<file path="src/rtl/reflect_strip_array.sv">
// Reflective-strip sensor array: maps pod position to N stretched reflect outputs
// with per-channel strip counting, skip detection and output fault forcing.

module reflect_strip_chan #(
  parameter int              POS_W          = 64,
  parameter int              CNT_W          = 8,
  parameter int              NUM_STRIPS     = 41,
  parameter int              MIN_PULSE_CYC  = 4,
  parameter longint unsigned FIRST_STRIP_NM = 64'd30480000000,
  parameter longint unsigned STRIP_PITCH_NM = 64'd30480000000,
  parameter longint unsigned STRIP_WIDTH_NM = 64'd101600000
) (
  input  logic             clk,
  input  logic             rst_n,
  input  logic             posValid,
  input  logic [POS_W:0]   sensorPos,
  input  logic             faultHi,
  input  logic             faultLo,
  output logic             reflect,
  output logic [CNT_W-1:0] stripCnt,
  output logic             skip,
  output logic             done
);
  localparam int SW = (MIN_PULSE_CYC > 0) ? $clog2(MIN_PULSE_CYC + 1) : 1;
  localparam logic [POS_W:0]   FIRST_E = (POS_W+1)'(FIRST_STRIP_NM);
  localparam logic [POS_W:0]   PITCH_E = (POS_W+1)'(STRIP_PITCH_NM);
  localparam logic [POS_W:0]   WIDTH_E = (POS_W+1)'(STRIP_WIDTH_NM);
  localparam logic [CNT_W-1:0] LAST_C  = CNT_W'(NUM_STRIPS);
  localparam logic [SW-1:0]    PULSE_C = SW'(MIN_PULSE_CYC);

  typedef enum logic [1:0] {BEFORE, ON, DONE} state_t;

  state_t           state, stateNext;
  logic [POS_W:0]   edgeReg, edgeNext, stripEnd;
  logic [CNT_W-1:0] cntInc, cntNext;
  logic             skipNext, passed;
  logic             rawHit, stretched;
  logic [SW-1:0]    strQ, strNext;

  assign stripEnd = edgeReg + WIDTH_E;
  assign cntInc   = (&stripCnt) ? stripCnt : stripCnt + 1'b1;

  always_ff @(posedge clk) begin
    if (!rst_n) begin
      state    <= BEFORE;
      edgeReg  <= FIRST_E;
      stripCnt <= '0;
      skip     <= 1'b0;
      strQ     <= '0;
      reflect  <= 1'b0;
    end else begin
      state    <= stateNext;
      edgeReg  <= edgeNext;
      stripCnt <= cntNext;
      skip     <= skipNext;
      strQ     <= strNext;
      reflect  <= faultHi ? 1'b1 : faultLo ? 1'b0 : stretched;
    end
  end

  // BEFORE never jumps more than one strip per valid sample, so a large
  // position step is caught up gradually and each missed strip is counted.
  always_comb begin
    stateNext = state;
    edgeNext  = edgeReg;
    cntNext   = stripCnt;
    skipNext  = skip;
    passed    = 1'b0;
    if (posValid) begin
      case (state)
        BEFORE: begin
          if (sensorPos >= stripEnd) begin
            passed   = 1'b1;
            skipNext = 1'b1;
          end else if (sensorPos >= edgeReg) begin
            stateNext = ON;
          end
        end
        ON: begin
          if (sensorPos >= stripEnd) begin
            passed    = 1'b1;
            stateNext = BEFORE;
          end else if (sensorPos < edgeReg) begin
            stateNext = BEFORE;
          end
        end
        default: ;
      endcase
    end
    if (passed) begin
      edgeNext = edgeReg + PITCH_E;
      cntNext  = cntInc;
      if (cntInc >= LAST_C) stateNext = DONE;
    end
  end

  // Stretch counter holds remaining forced-high cycles, including this one.
  always_comb begin
    rawHit    = (stateNext == ON);
    done      = (state == DONE);
    strNext   = '0;
    if (MIN_PULSE_CYC > 0) begin
      if (rawHit && state != ON) strNext = PULSE_C;
      else if (strQ != '0)       strNext = strQ - 1'b1;
    end
    stretched = rawHit | (strNext != '0);
  end
endmodule

module reflect_strip_array #(
  parameter int              NUM_SENSORS    = 3,
  parameter int              POS_W          = 64,
  parameter int              OFS_W          = 32,
  parameter logic [NUM_SENSORS*OFS_W-1:0] SENSOR_OFS_NM =
    {32'd0, 32'd1000000000, 32'd2000000000},
  parameter longint unsigned FIRST_STRIP_NM = 64'd30480000000,
  parameter longint unsigned STRIP_PITCH_NM = 64'd30480000000,
  parameter longint unsigned STRIP_WIDTH_NM = 64'd101600000,
  parameter int              NUM_STRIPS     = 41,
  parameter int              MIN_PULSE_CYC  = 4,
  parameter int              CNT_W          = 8
) (
  input  logic                         clk,
  input  logic                         rst_n,
  input  logic [POS_W-1:0]             position,
  input  logic                         pos_valid,
  input  logic [NUM_SENSORS-1:0]       fault_stuck_lo,
  input  logic [NUM_SENSORS-1:0]       fault_stuck_hi,
  output logic [NUM_SENSORS-1:0]       reflect,
  output logic [NUM_SENSORS*CNT_W-1:0] strip_cnt,
  output logic [NUM_SENSORS-1:0]       skip_flag,
  output logic [NUM_SENSORS-1:0]       done
);
  for (genvar i = 0; i < NUM_SENSORS; i++) begin : gCh
    // One extra bit keeps an overflowing sum beyond every strip edge.
    logic [POS_W:0] sensorPos;
    assign sensorPos = {1'b0, position} + (POS_W+1)'(SENSOR_OFS_NM[i*OFS_W +: OFS_W]);

    reflect_strip_chan #(
      .POS_W(POS_W), .CNT_W(CNT_W), .NUM_STRIPS(NUM_STRIPS),
      .MIN_PULSE_CYC(MIN_PULSE_CYC), .FIRST_STRIP_NM(FIRST_STRIP_NM),
      .STRIP_PITCH_NM(STRIP_PITCH_NM), .STRIP_WIDTH_NM(STRIP_WIDTH_NM)
    ) uChan (
      .clk      (clk),
      .rst_n    (rst_n),
      .posValid (pos_valid),
      .sensorPos(sensorPos),
      .faultHi  (fault_stuck_hi[i]),
      .faultLo  (fault_stuck_lo[i]),
      .reflect  (reflect[i]),
      .stripCnt (strip_cnt[i*CNT_W +: CNT_W]),
      .skip     (skip_flag[i]),
      .done     (done[i])
    );
  end
endmodule

</file>
<file path="config.mk">
export PLATFORM = sky130hd
export DESIGN_NAME = reflect_strip_array
export DESIGN_NICKNAME = d
export VERILOG_FILES = /design/src/rtl/reflect_strip_array.sv
export SDC_FILE = /design/constraint.sdc
export NUM_CORES = 1
export LEC_CHECK = 0
export CORE_MARGIN = 2
export CORE_UTILIZATION = 55
export DETAILED_ROUTE_END_ITERATION = 12
export GPL_TIMING_DRIVEN = 0
export PLACE_DENSITY_LB_ADDON = 0.1
export SYNTH_ARGS = -nofsm -noshare
export SYNTH_HDL_FRONTEND = slang
export SYNTH_SLANG_ARGS = --single-unit
</file>
<file path="constraint.sdc">
create_clock -name clk -period 6.36 [get_ports clk]
set_clock_uncertainty 0.05 [all_clocks]
set_input_delay 1.908 -clock clk [delete_from_list [all_inputs] [get_ports clk]]
set_output_delay 1.908 -clock clk [all_outputs]
set_load 0.1 [all_outputs]
</file>
==> flow_metrics.tcl <==
set metrics [dict create \
    maxSlewHeadroom 0.0886 \
    rows 75 \
    grt_pass1_vias 23100 \
    critPathMaxFanout 10 \
    critPathRequiredTime_ns 6.76 \
    cpPeakStageDelay_ns 0.44 \
    worst_pin_slew_ns 1.37 \
    final_common_cell "ha_1" \
    start_util 0.554 \
    clk_pin_slew_ns 0.06 \
    finalCritPeriodShare 0.987 \
    hp-class "flip-flop to flip-flop" \
    drc_errors 0 \
    arrival_ns 6.68 \
    syn_area_mm2 0.0231 \
    wl_per_cell_um 21.2 \
    final_area_mm2 0.0265 \
    maxCapViolCount 0 \
    crit_cells 21 \
    seq_area_frac_synth 0.182 \
    hpwl_um 65400 \
    yosysWarnings 0 \
    cp_num_buf_inv 6 \
    synth_area_leaders "ha_1 19%, dfxtp_1 18%, xnor2_1 9.6%, nand2_1 5.3%, a21oi_1 4.3%" \
    ys_async_sr_fraction 0 \
    setup_viol 0 \
    grt.total_usage 0.363 \
    cp_top_family "simple AND/OR/NAND/NOR gates" \
    nNetsFinal 3707 \
    status "finished clean" \
    finalMaxSlewViolations 0 \
    vias_per_cell 6.26 \
    synth_top_cell_area_share 0.189 \
    finalHoldViolations 0 \
    gp_congestion 0.986 \
    core_mm2 0.0418 \
    cts_root_buf "clkbuf_16" \
    wl_um 81500 \
    io_pins 106 \
    vdd_drop_max_v 0.000228 \
    die-height_um 209 \
    firstDrtPassIters 6 \
    fmax_mhz 159 \
    fillCellCount 3814 \
    whs_path_depth 2 \
    fin_crit_ns 6.28 \
    die_area_mm2 0.0437 \
    htree_levels 1 \
    powerDensity_mw_per_mm2 159 \
    die_w_um 209 \
    register_area_mm2 0.00420 \
    dr_total_vias 24000 \
    grt_pass1_wl_um 126000 \
    clk_latency_ns 0.60 \
    p_total_uw 4200 \
    setup_tns_ns 0 \
    drive_above_1_share 0.0738 \
    clock_path_buffers 3 \
    drtIter0Drc 2064 \
    synth_cells 3126 \
    critical_path_class "primary input to flip-flop" \
    antenna_left 0 \
    crit_chain "dlygate4sd2_1, buf_4, or3_4, nor2_2, o211ai_1, buf_4, nand4_1, buf_4, nor2_1, xor2_1, ha_1, and4_1, nand3b_1, nor4_4, buf_4, o311ai_2, o211a_2, buf_4, a21o_4, nor4_2, mux2_1" \
    overflow 0 \
    synth-edff-count 0 \
    tritoncts "built" \
    endpoint_kind "flip-flop" \
    io_buffers 104 \
    most-common-layout-cells "349 x ha_1, 328 x nand2_1, 252 x xnor2_1, 246 x nor2_1, 213 x inv_1" \
    syn_avg_cell_area_um2 7.40 \
    clkSinkCount 210 \
    ff2ff_path_depth 19 \
    antenna_found_initial 3 \
    cpMaxStageDelayCell "or3_4" \
    synth_ff_type "dfxtp_1" \
    reg2reg_slack_ns 0.39 \
    synth_fp_nets 3549 \
    numCtsBuffers 26 \
    cp_common_cell "buf_4" \
    fin_hold_ws_ns 0.410 \
    synth_largest_area_cell "ha_1" \
    dpl-instance-area_mm2 0.0249 \
    yosysUniqueCellTypes 80 \
    grt_max_degree 15 \
    syn_to_final_growth_pct 14.4 \
    p_leak_uw 0.0103 \
    yosys_register_bits 210 \
    multiInputGateArea_mm2 0.0180 \
    final_core_util 0.634 \
    setup.worst_path.start_class "primary input" \
]
## Yosys cell counts, types with 44 or more instances
cell and count:
inv_1 213, dfxtp_1 210, xnor2_1 253, and3_1 50, nand3_1 143, a21oi_1 199, o21ai_0 155, a21o_1 44
nor2_1 250, nor4_1 61, nor3_1 115, ha_1 350, nand4_1 120, nand2_1 328, xor2_1 52, clkbuf_1 109
## routing by layer
layer / vias up / global-route usage / routed length [µm]
met5: - / 0 / 29
li1: 11600 / - / -
met2: 1053 / 0.595 / 36400
met4: 4 / 0.186 / 4510
met1: 11200 / 0.468 / 34300
met3: 244 / 0.0473 / 6280
## final cells by class
cell class,count,area share
clock inverters,19,0.00903
plain buffers,132,0.0242
multi-input cells,2564,0.680
repair buffers,134,0.0460
diodes,1,0.0000946
clock buffers,29,0.0261
inverters,216,0.0306
flip-flops and latches,210,0.159
well taps,539,0.0255
## path summary, 6_finish.rpt
| path | start | end |
|---|---|---|
| worst max-delay path | position[27] | gCh[1].uChan.edgeReg[20] |
| worst min register to register | gCh[2].uChan.skip | gCh[2].uChan.skip |
| worst max register to register | gCh[2].uChan.edgeReg[11] | gCh[2].uChan.edgeReg[54] |
| worst min-delay path | gCh[2].uChan.skip | gCh[2].uChan.skip |
## repair_timing
| action | 4_1_cts | 5_1_grt |
|---|---|---|
| hold buffers | 0 | 0 |
| cloned | 0 | 0 |
| pin swaps | 12 | 16 |
| setup buffers | 16 | 14 |
| resized for setup | 148 | 91 |
| setup endpoints to repair | 140 | 158 |
## state kept, by name, summed over array words and instances, names as in the netlist
signal / cells
gCh.uChan.reflect: 3
gCh.uChan.strQ: 9
gCh.uChan.edgeReg: 165
gCh.uChan.state: 6
gCh.uChan.stripCnt: 24
gCh.uChan.skip: 3
## per-stage QoR
| stage | worst slack, ns | instances |
|---|---|---|
| final | 0.0801 | 3844 |
| after detailed placement | -2.30 | 3769 |
| after floorplan | 0.0162 | 3126 |
| after global routing | -0.0268 | 3843 |
| after CTS | 0.00712 | 3831 |
| after global placement | -2.29 | 3769 |
## report_power, final
group,switching [µW],total [µW],internal (µW),leakage [µW]
sequential,48.2,1400,1360,0.00171
clock,682,1640,954,0.000454
combinational,731,1160,430,0.00811
## kinds of logic (layout without fill, tap and decap cells)
| logic type | Yosys count | in the layout | synth area share |
|---|---|---|---|
| and+or+nand+nor | 1257 | 1257 | 0.270 |
| AOI/OAI and AO/OA | 607 | 607 | 0.165 |
| buffers and inverters | 352 | 530 | 0.0595 |
| adders and majority gates | 350 | 350 | 0.189 |
| xor gates and xnor gates | 305 | 305 | 0.115 |
| DFF | 210 | 210 | 0.182 |
| muxes | 45 | 45 | 0.0197 |
| other | 0 | 1 | 0 |
## worst register-to-register path, delay by kind of cell, from the launching register on
kind	cells	cell delay [ns]
and+or+nand+nor	7	2.25
AOI/OAI and AO/OA	6	1.65
adders and majority gates	2	0.58
buffers and inverters	2	0.51
DFF	1	0.47
muxes	1	0.23
xor gates and xnor gates	1	0.16
(Power assumes the default switching activity.)
